## src/rtl/analogue_pkg.sv

```systemverilog
// Shared types and constants for the analogue channel edge trigger.
package analogue_pkg;

  localparam int DEFAULT_DATA_W = 16;

  localparam logic SLOPE_RISE = 1'b0;
  localparam logic SLOPE_FALL = 1'b1;

  typedef enum logic [1:0] {
    ST_IDLE    = 2'd0,
    ST_PRE     = 2'd1,
    ST_READY   = 2'd2,
    ST_HOLDOFF = 2'd3
  } trig_state_t;

endpackage

```

## src/rtl/sat_addsub.sv

```systemverilog
// Saturating level -/+ hysteresis, one bit wider internally so the carry/borrow
// selects the clamp value.
module sat_addsub #(
  parameter int W = 16
) (
  input  logic [W-1:0] level,
  input  logic [W-1:0] hyst,
  output logic [W-1:0] lo,
  output logic [W-1:0] hi
);

  logic [W:0] diff;
  logic [W:0] sum;

  assign diff = {1'b0, level} - {1'b0, hyst};
  assign sum  = {1'b0, level} + {1'b0, hyst};

  // A borrow sets the top bit of diff; a carry sets the top bit of sum.
  assign lo = diff[W] ? '0 : diff[W-1:0];
  assign hi = sum[W]  ? '1 : sum[W-1:0];

endmodule

```

## src/rtl/analogue_edge_trigger.sv

```systemverilog
// Level/hysteresis edge trigger with sample-counted holdoff and optional
// auto-trigger timeout for the MSO analogue channel.
module analogue_edge_trigger
  import analogue_pkg::*;
#(
  parameter int                DATA_W       = DEFAULT_DATA_W,
  parameter int                HOLDOFF_W    = 16,
  parameter int                AUTO_W       = 20,
  parameter logic [AUTO_W-1:0] AUTO_TIMEOUT = AUTO_W'(100000)
) (
  input  logic                 clk,
  input  logic                 rst,
  input  logic [DATA_W-1:0]    sample,
  input  logic                 sample_valid,
  input  logic                 arm,
  input  logic                 auto_en,
  input  logic                 slope,
  input  logic [DATA_W-1:0]    level,
  input  logic [DATA_W-1:0]    hyst,
  input  logic [HOLDOFF_W-1:0] holdoff,
  output logic                 trig,
  output logic                 trig_auto,
  output logic                 armed
);

  // Count value that, when one more valid sample arrives, reaches the timeout.
  localparam logic [AUTO_W-1:0] TMO_LAST = AUTO_TIMEOUT - AUTO_W'(1);

  trig_state_t           state, state_next;
  logic [DATA_W-1:0]     level_s, hyst_s;
  logic                  slope_s;
  logic [HOLDOFF_W-1:0]  holdoff_s;
  logic [HOLDOFF_W-1:0]  hold_cnt, hold_next;
  logic [AUTO_W-1:0]     tmo_cnt, tmo_next;
  logic                  trig_next, auto_next, latch_cfg, fire;
  logic [DATA_W-1:0]     lo, hi;
  logic                  pre_met, crossed;

  sat_addsub #(.W(DATA_W)) u_thresh (
    .level (level_s),
    .hyst  (hyst_s),
    .lo    (lo),
    .hi    (hi)
  );

  always_comb begin
    if (slope_s == SLOPE_FALL) begin
      pre_met = (sample >= hi);
      crossed = (sample <= level_s);
    end else begin
      pre_met = (sample <= lo);
      crossed = (sample >= level_s);
    end
  end

  always_comb begin
    // NOTE: every signal driven here gets a default first, so no path through
    // the case tree can leave one unassigned and infer a latch.
    state_next = state;
    hold_next  = hold_cnt;
    tmo_next   = tmo_cnt;
    trig_next  = 1'b0;
    auto_next  = 1'b0;
    latch_cfg  = 1'b0;
    fire       = 1'b0;

    if (!arm) begin
      state_next = ST_IDLE;
      hold_next  = '0;
      tmo_next   = '0;
    end else begin
      unique case (state)
        ST_IDLE: begin
          state_next = ST_PRE;
          latch_cfg  = 1'b1;
          hold_next  = '0;
          tmo_next   = '0;
        end
        ST_PRE, ST_READY: begin
          if (sample_valid) begin
            // A real crossing outranks a timeout on the same sample; a sample
            // meeting the pre-condition in PRE only advances to READY.
            if (state == ST_READY && crossed) begin
              fire = 1'b1;
            end else if (auto_en && tmo_cnt >= TMO_LAST) begin
              fire      = 1'b1;
              auto_next = 1'b1;
            end else begin
              if (auto_en) tmo_next = tmo_cnt + AUTO_W'(1);
              if (state == ST_PRE && pre_met) state_next = ST_READY;
            end
          end
        end
        ST_HOLDOFF: begin
          tmo_next = '0;
          if (hold_cnt == '0) begin
            state_next = ST_PRE;
          end else if (sample_valid) begin
            hold_next = hold_cnt - HOLDOFF_W'(1);
            if (hold_cnt == HOLDOFF_W'(1)) state_next = ST_PRE;
          end
        end
        default: state_next = ST_IDLE;
      endcase

      if (fire) begin
        state_next = ST_HOLDOFF;
        hold_next  = holdoff_s;
        tmo_next   = '0;
        trig_next  = 1'b1;
      end
    end
  end

  // NOTE: sequential state uses non-blocking assignments so every register
  // samples the pre-edge values regardless of statement order.
  always_ff @(posedge clk) begin
    if (rst) begin
      state     <= ST_IDLE;
      hold_cnt  <= '0;
      tmo_cnt   <= '0;
      trig      <= 1'b0;
      trig_auto <= 1'b0;
      level_s   <= '0;
      hyst_s    <= '0;
      slope_s   <= SLOPE_RISE;
      holdoff_s <= '0;
    end else begin
      state     <= state_next;
      hold_cnt  <= hold_next;
      tmo_cnt   <= tmo_next;
      trig      <= trig_next;
      trig_auto <= auto_next;
      if (latch_cfg) begin
        level_s   <= level;
        hyst_s    <= hyst;
        slope_s   <= slope;
        holdoff_s <= holdoff;
      end
    end
  end

  assign armed = (state != ST_IDLE);

endmodule
```

## config.mk

```make
export PLATFORM = sky130hd
export DESIGN_NAME = analogue_edge_trigger
export DESIGN_NICKNAME = d
export VERILOG_FILES = /design/src/rtl/analogue_pkg.sv /design/src/rtl/sat_addsub.sv /design/src/rtl/analogue_edge_trigger.sv
export SDC_FILE = /design/constraint.sdc
export NUM_CORES = 1
export LEC_CHECK = 0
export CAP_MARGIN = 20
export CORE_MARGIN = 2
export CORE_UTILIZATION = 50
export CTS_CLUSTER_DIAMETER = 150
export DETAILED_ROUTE_END_ITERATION = 8
export HOLD_SLACK_MARGIN = 0.03
export PLACE_DENSITY = 0.78
export SYNTH_ARGS = -nofsm -noshare
export SYNTH_HDL_FRONTEND = slang
export SYNTH_SLANG_ARGS = --single-unit
```

## constraint.sdc

```tcl
create_clock -name clk -period 9.65 [get_ports clk]
set_clock_uncertainty 0.2 [all_clocks]
set_input_delay 1.93 -clock clk [delete_from_list [all_inputs] [get_ports clk]]
set_output_delay 1.93 -clock clk [all_outputs]
set_load 0.02 [all_outputs]
```

Word level (Yosys, flattened, before mapping)
Cells that the tools add are included.
{"block": "totals", "elab_cells": 82, "ram_bits": 0, "regBits": 89, "output_inout_bits": 3, "memories": 0, "latchBits": 0, "input_bits": 70, "romBits": 0}
{"block": "classes", "shifts": 0, "div_mod_pow": 0, "magnitude_cmp": 5, "n_reduce_logical": 15, "muxes": 30, "mul": 0, "eq_ne": 16, "n_bitwise": 3, "addsub": 4}
{"cell": "16-bit two-way mux", "n": 5}
{"cell": "20-bit two-way mux", "n": 4}
{"cell": "20-bit one-hot mux with 2 select lines", "n": 1}
{"cell": "16-bit >= comparator", "n": 2}
{"cell": "16-bit <= comparator", "n": 2}
{"cell": "16-bit one-hot mux with 2 select lines", "n": 1}
{"cell": "20-bit by 1-bit adder with 20-bit output, second input constant", "n": 1}
{"cell": "20-bit by 17-bit >= comparator with 1-bit output, second input constant", "n": 1}
{"cell": "3-bit != test, second input constant", "n": 6}
{"cell": "16-bit by 16-bit adder with 17-bit output", "n": 1}
{"cell": "16-bit by 16-bit subtractor with 17-bit output", "n": 1}
{"cell": "16-bit by 1-bit equality test with 1-bit output, second input constant", "n": 1}
{"cell": "16-bit zero test", "n": 1}
{"cell": "2-bit two-way mux", "n": 8}
{"cell": "16-bit by 1-bit subtractor with 16-bit output, second input constant", "n": 1}
{"cell": "1-bit two-way mux", "n": 10}
{"cell": "2-bit != test, second input constant", "n": 4}
{"cell": "4-bit != test, second input constant", "n": 2}
{"cell": "2-bit one-hot mux with 3 select lines", "n": 1}
{"cell": "6-bit AND reduction", "n": 1}
{"cell": "2-bit OR reduction", "n": 3}
{"cell": "5-bit OR reduction", "n": 1}
{"cell": "2-bit equality test, second input constant", "n": 2}
{"cell": "4-bit AND reduction", "n": 1}
{"cell": "other kinds (8)", "n": 12}

Depth between registers and ports, before layout
Gate-level depths: netlist of the first run.
{"block": "depth", "word_depth": 11, "ltp_mapped": 21, "depth_no_buf": 19}

Hierarchy
From an unflattened synthesis of the first run, not the netlist that was laid out.
{"block": "unflattened", "hier_cells": 964, "area_unflattened_um2": 7143.1}
{"module": "analogue_edge_trigger", "cells_each": 682, "seq_area_each_um2": 1781.7, "instances": 1, "area_each_um2": 5162.5}
{"module": "sat_addsub", "cells_each": 282, "seq_area_each_um2": 0.0, "instances": 1, "area_each_um2": 1980.6}

Worst setup path after synthesis of the first run
OpenSTA, ideal clock, no wires.
{"block": "synth_path", "kind": "input port to flip-flop", "startpoint": "input sample[14]", "endpoint": "register tmo_cnt[11]", "path_buffers": 1, "required_time_ps": 9376, "setup_time_ps": 74, "slack_ps": 5147, "path_stages": 10, "arrival_ps": 4229, "cell_sequence": "ha_1 -> a21oi_1 -> nand2_1 -> a221o_1 -> or3_1 -> buf_2 -> mux2i_2 -> a31o_2 -> or4_1 -> o21ai_0"}
{"block": "synth_via", "elab_chain_cells": 8}
{"element": "from (decl)", "line": "analogue_edge_trigger.sv:13", "text": "input logic [DATA_W-1:0] sample,"}
{"element": "16-bit >= comparator / 16-bit <= comparator (equally long branches)", "line": "analogue_edge_trigger.sv:52, analogue_edge_trigger.sv:49"}
{"element": "1-bit two-way mux (*)", "line": "analogue_edge_trigger.sv:47", "text": "if (slope_s == SLOPE_FALL) begin"}
{"element": "1-bit logical AND (*)", "line": "analogue_edge_trigger.sv:83", "text": "if (state == ST_READY && crossed) begin"}
{"element": "1-bit two-way mux", "line": "analogue_edge_trigger.sv:83"}
{"element": "1-bit two-way mux", "line": "analogue_edge_trigger.sv:80", "text": "if (sample_valid) begin"}
{"element": "1-bit two-way mux", "line": "analogue_edge_trigger.sv:72", "text": "unique case (state)"}
{"element": "1-bit two-way mux", "line": "analogue_edge_trigger.sv:67", "text": "if (!arm) begin"}
{"element": "3-bit OR reduction (no source line)"}
{"element": "to (signal assigned)", "line": "analogue_edge_trigger.sv:131", "text": "tmo_cnt <= tmo_next;"}
{"element": "to (decl)", "line": "analogue_edge_trigger.sv:34", "text": "logic [AUTO_W-1:0] tmo_cnt, tmo_next;"}
Mark *: on every way between the ends. The rest lies on a longest branch, timed or not. The select of a mux whose other input is x is not followed.
A chain may end at the register's enable or synchronous reset.

Final worst setup path of the first run
{"block": "layout_path", "startpoint": "register level_s[0]", "endpoint": "register state[0]"}
{"block": "layout_via", "elab_chain_cells": 9}
{"element": "from (decl)", "line": "analogue_edge_trigger.sv:30", "text": "logic [DATA_W-1:0] level_s, hyst_s;"}
{"element": "from (signal assigned)", "line": "analogue_edge_trigger.sv:135", "text": "level_s <= level;"}
{"element": "branches (longest 9 deep; another with 16-bit by 16-bit subtractor with 17-bit output)"}
{"element": "to (signal assigned)", "line": "analogue_edge_trigger.sv:129", "text": "state <= state_next;"}
{"element": "to (decl)", "line": "analogue_edge_trigger.sv:29", "text": "trig_state_t state, state_next;"}
Several ways; the timed one is not identified. The select of a mux whose other input is x is not followed.

==> results of run 1 <==
registers in the layout, indices dropped and copies added (netlist names):
signal and count:
tmo_cnt 20, hyst_s 16, slope_s 1, level_s 16, trig 1, holdoff_s 16, hold_cnt 16, trig_auto 1
state 2
metrics by stage:
stage	utilization [%]	hold slack (ns)	instance area, um2	worst slack, ns	cells
2_1_floorplan	-	0.236	6770	5.15	904
3_3_place_gp	56.8	0.245	7520	3.99	1109
3_5_place_dp	56.8	0.249	7520	3.89	1109
4_1_cts	59.1	0.258	7820	4.12	1125
5_1_grt	59.2	0.273	7830	3.61	1126
6_report	59.2	0.255	7830	4.05	1126
worst paths after layout:
check	startpoint	end	slack, ns	depth (start not counted)
min reg2reg	holdoff_s[3]	holdoff_s[3]	0.26	2
max	level_s[0]	state[0]	4.05	19
max reg2reg	level_s[0]	state[0]	4.05	19
min	holdoff_s[3]	holdoff_s[3]	0.26	2
final cells by class:
type	count	area [um2]
multi-input cells	709	4560
repair buffers	74	734
flip-flops and latches	89	1780
well taps	176	220
clock buffers	10	229
clock inverters	6	73.8
fillers	1243	5410
inverters	62	233
routing by layer:
metal / routed length [um] / track usage [%] / share of wire, %
met1: 7850 / 31.9 / 48
met2: 7590 / 37.8 / 46
met3: 694 / 2.26 / 4.2
met4: 345 / 8.87 / 2.1
met5: 0 / 0 / 0
report_power, final:
group	switching (uW)	leakage, uW	internal [uW]	total, uW
combinational	159	0.00230	124	283
sequential	11.9	0.000725	380	392
clock	154	0.000142	204	358
cell families (layout without fill, tap and decap cells):
group | Yosys count | count (layout) | share of synthesized area (%)
flip-flops | 89 | 89 | 26.3
AND/OR/NAND/NOR | 350 | 350 | 24.2
AO/OA/AOI/OAI | 234 | 234 | 21.4
XOR/XNOR | 26 | 26 | 3.36
multiplexers | 10 | 10 | 1.72
adder cells (fa/ha/maj) | 89 | 89 | 16.7
buffers and inverters | 106 | 152 | 6.37
critical path, stage by stage (launching register included):
cell and delay (ns):
dfxtp_1 0.38, inv_1 0.06, ha_1 0.22, fa_1 0.41, nor2b_1 0.12, o21ai_0 0.10, a21boi_0 0.34, o21ai_0 0.29
o21ai_0 0.29, a21oi_1 0.22, nor2_1 0.72, nand2_1 0.14, ha_1 0.33, a2111oi_0 0.41, o21ai_0 0.18, a221oi_1 0.30
o41ai_1 0.12, a22oi_1 0.39, a31oi_1 0.14, o21a_1 0.13
cell usage after synthesis (3+ instances only):
cell type  instances
nor3_1            20
xor2_1             6
nor2b_1            8
a221oi_1           3
or2_2              5
o2111ai_1          3
and2_1             3
a2111oi_0          4
o21bai_1           5
a21boi_0           5
buf_2              6
nor3b_1            3
a31oi_1            6
dfxtp_1           89
a21oi_1          111
o31ai_1            8
nand2_1          152
mux2i_1            8
o211a_1            4
inv_1             62
o211ai_1           8
xnor2_1           20
and3_1             3
o21ai_0           35
nand4_1           15
ha_1              87
nor3_2             3
nand3_1           16
nand2b_1           8
nor2_1            73
clkbuf_1          32
o41ai_1            3
a211oi_1           9
or3_1             16
nor4_1             9
a21o_1             7
o21a_1             6
or4_1              7
buf_6              3
==> reports/metrics.yaml, run 1 <==
status: "finished, final reports clean"
synth_area_um2: 6770
grt_pass1_wl_um: 27600
grt_pass1_vias: 5913
seq_area_frac_synth_pct: 26.3
start_kind: "flip-flop"
crit_arrival_ns: 5.64
layout.nets: 1104
ys_ff_latch: 89
cts_hold_buffers: 0
initialDrtViolationCount: 437
worstHoldPathType: "flip-flop to flip-flop"
setup_viol: 0
antenna_found_initial: 0
dr.pass1.iters: 5
synth.avg_cell_area_um2: 7.49
synth_ff_type: "dfxtp_1"
peakVddDrop_mv: 0.0815
routed_via_density: 5.66
clock_path_buffers: 2
cts.clk_slew.worst_paths_ns: 0.07
layout_commonest_cell: "nand2_1"
syn_nets: 1063
synth_cell_types: 64
relSlewSlack_pct: 29.9
root_buffer: "clkbuf_16"
period_share_pct: 58.1
finalPower_uw: 1030
wl_um: 16500
drv_slew: 0
cts_tree: "yes"
core_um2: 13200
period_minus_slack_ns: 5.60
die_x_um: 120
powerDensity_nw_per_um2: 132
dieArea_um2: 14500
die_h_um: 120
crit_required_ns: 9.69
hpwl_um: 12600
clkSinkCount: 89
rsz0062_at_grt: "no"
synthArstFlopShare_pct: 0
ys_warn_count: 0
port-buffer-count: 72
endpoint_kind: "flip-flop"
rows: 42
tns_ns: 0
postCtsSetupBuffers: 0
initial_core_util_pct: 51.2
htree_levels: 3
cts_resized: 0
cap_viol_max_count: 0
finalHoldViolations: 0
yosys-top-cells-area: "dfxtp_1 (26%), ha_1 (16%), nand2_1 (8.4%), a21oi_1 (8.2%), nor2_1 (4.0%)"
syn2layout_area_growth_pct: 15.6
p_leak_uw: 0.00317
synth_edf_count: 0
most-common-layout-cells: "nand2_1 (152), a21oi_1 (111), dfxtp_1 (89)"
fmax_mhz: 179
drt-wirelength-per-cell_um: 14.6
drc_errors: 0
antenna-diode-count: 0
tightest_slew_ns: 1.05
ios: 73
yosysTopAreaCell: "dfxtp_1"
drive_above_1_share_pct: 4.00
grt_max_degree: 52
grt_overflow: 0
gp_congestion: 0.934
ant_nets: 0
path_max_fanout: 13
grt_use_total_pct: 23.3
syn-instance-count: 904
criticalPathCategory: "flip-flop to flip-flop"
synth_top_area_share_pct: 26.3
clk_latency_ns: 0.34
cts_buffers: 9
vias: 6368
No activity file was read; power rests on OpenSTA's default activity.
==> run 2, diff against run 1 <==
- clock period: 9.65 -> 5.67 ns (I/O delays scaled with it)
==> reports/metrics.yaml, run 2 (synthesized netlist as in run 1, its figures left out) <==
drc_errors: 0  # unchanged
antenna-diode-count: 0  # unchanged
status: "finished, final reports clean"
worstPathCellList: "inv_1, ha_1, fa_1, nor2b_1, o21ai_0, a21boi_0, o21ai_0, o21ai_0, a21oi_1, or4_1, ha_1, a2111oi_0, o21ai_0, a221oi_1, o41ai_1, a22oi_1, a31oi_1, o21a_1"
layout_commonest_cell: "nand2_1"
worstHoldPathType: "flip-flop to flip-flop"
drive_above_1_share_pct: 4.61  # +0.61 points
clk_latency_ns: 0.34  # about the same
tns_ns: 0  # unchanged
criticalPathCategory: "flip-flop to flip-flop"
pre_cts_ws_ns: 0.530  # -3.36 ns
ant_nets: 0  # unchanged
dr.pass1.iters: 5  # unchanged
dp.cells: 1115  # +0.54%
grt_pass1_wl_um: 27700  # about the same
cts.clk_slew.worst_paths_ns: 0.07  # about the same
crit_arrival_ns: 5.20  # -0.44 ns
tightest_slew_ns: 0.999  # -0.0503 ns
finalHoldViolations: 0  # unchanged
hpwl_um: 12900  # +1.9%
ios: 73  # unchanged
postCtsSetupBuffers: 0  # unchanged
period_minus_slack_ns: 5.16  # -0.441 ns
fmax_mhz: 194  # +8.5%
wl_um: 16500  # +0.38%
crit_required_ns: 5.71  # -3.98 ns
cts_resized: 0  # unchanged
most-common-layout-cells: "nand2_1 (152), a21oi_1 (111), dfxtp_1 (89)"
powerDensity_nw_per_um2: 225  # +71%
p_leak_uw: 0.00320  # +1.1%
drv_slew: 0  # unchanged
cts_buffers: 9  # unchanged
syn2layout_area_growth_pct: 16.2
rsz0062_at_grt: "no"
antenna_found_initial: 0  # unchanged
cpMaxStageDelayCell: "or4_1"
routed_via_density: 5.69  # +0.61%
layout.nets: 1109  # +0.45%
fin_ws_ns: 0.509  # -3.54 ns
grt_max_degree: 52  # unchanged
core_um2: 13200  # unchanged
clock_path_buffers: 2  # unchanged
initial_core_util_pct: 51.2  # unchanged
drt-wirelength-per-cell_um: 14.6  # about the same
cap_viol_max_count: 0  # unchanged
setup_viol: 0  # unchanged
grt_overflow: 0  # unchanged
gp_congestion: 0.952  # +1.9%
die_h_um: 120  # unchanged
vias: 6435  # +1.1%
cpLargestDelayFamily: "compound AO/OA/AOI/OAI gates"
rows: 42  # unchanged
cts_tree: "yes"
path_max_fanout: 4  # -9
root_buffer: "clkbuf_16"
critPathBufInv: 1  # unchanged
grt_use_total_pct: 23.3  # about the same
peakVddDrop_mv: 0.119  # +46%
finalPower_uw: 1770  # +72%
crit_path_frequent_cell: "o21ai_0"
largest_reg_flops: 20  # unchanged
die_x_um: 120  # unchanged
grt_pass1_vias: 5924  # +0.19%
initialDrtViolationCount: 399  # -8.7%
dieArea_um2: 14500  # unchanged
max_stage_delay_ns: 0.54  # -0.18 ns
top_register: "tmo_cnt"
endpoint_kind: "flip-flop"
period_share_pct: 91.0  # +33 points
stdcell_count: 1131  # +0.44%
clkSinkCount: 89  # unchanged
relSlewSlack_pct: 33.0  # +3.1 points
port-buffer-count: 72  # unchanged
start_kind: "flip-flop"
htree_levels: 3  # unchanged
cts_hold_buffers: 0  # unchanged
## run 2: power by group
part	switching, uW	internal, uW	total, uW
Sequential	20.8	647	668
Clock	266	351	617
Combinational	273	214	488
Total	561	1210	1770
## run 2: final timing paths
path / start / endpoint / slack (ns) / cells after the start
max: level_s[0] / state[0] / 0.51 / 18
min: holdoff_s[3] / holdoff_s[3] / 0.26 / 2
max reg2reg: level_s[0] / state[0] / 0.51 / 18
min reg2reg: holdoff_s[3] / holdoff_s[3] / 0.26 / 2
## run 2: layer usage
metal / wire length (um) / vias up / GRT usage [%]
met4: 427 / 0 / 8.14
met5: 0 / - / 0
met3: 814 / 35 / 2.92
met1: 7860 / 2964 / 32.1
li1: - / 3271 / -
met2: 7440 / 165 / 37.5
## run 2: layout make-up
class / instances / area (um2)
Clock buffer: 9 / 225
Clock inverter: 7 / 83.8
Fill cell: 1214 / 5370
Inverter: 62 / 233
Multi-Input combinational cell: 709 / 4560
Sequential cell: 89 / 1780
Tap cell: 176 / 220
Timing Repair Buffer: 79 / 768
## run 2: tightest hold or removal path, delay by kind of cell, from the launching register on
family	cells	cell delay [ns]
DFF	1	0.31
and+or+nand+nor	1	0.05
AOI/OAI and AO/OA	1	0.05
## run 2: stage by stage
| stage | util (%) | hold slack (ns) | area (um2) |
|---|---|---|---|
| after global routing | 59.5 | 0.277 | 7870 |
| after CTS | 59.5 | 0.258 | 7870 |
| after detailed placement | 57.1 | 0.248 | 7560 |
| after global placement | 57.1 | 0.244 | 7560 |
| final | 59.5 | 0.255 | 7870 |
| after floorplan | - | 0.236 | 6770 |
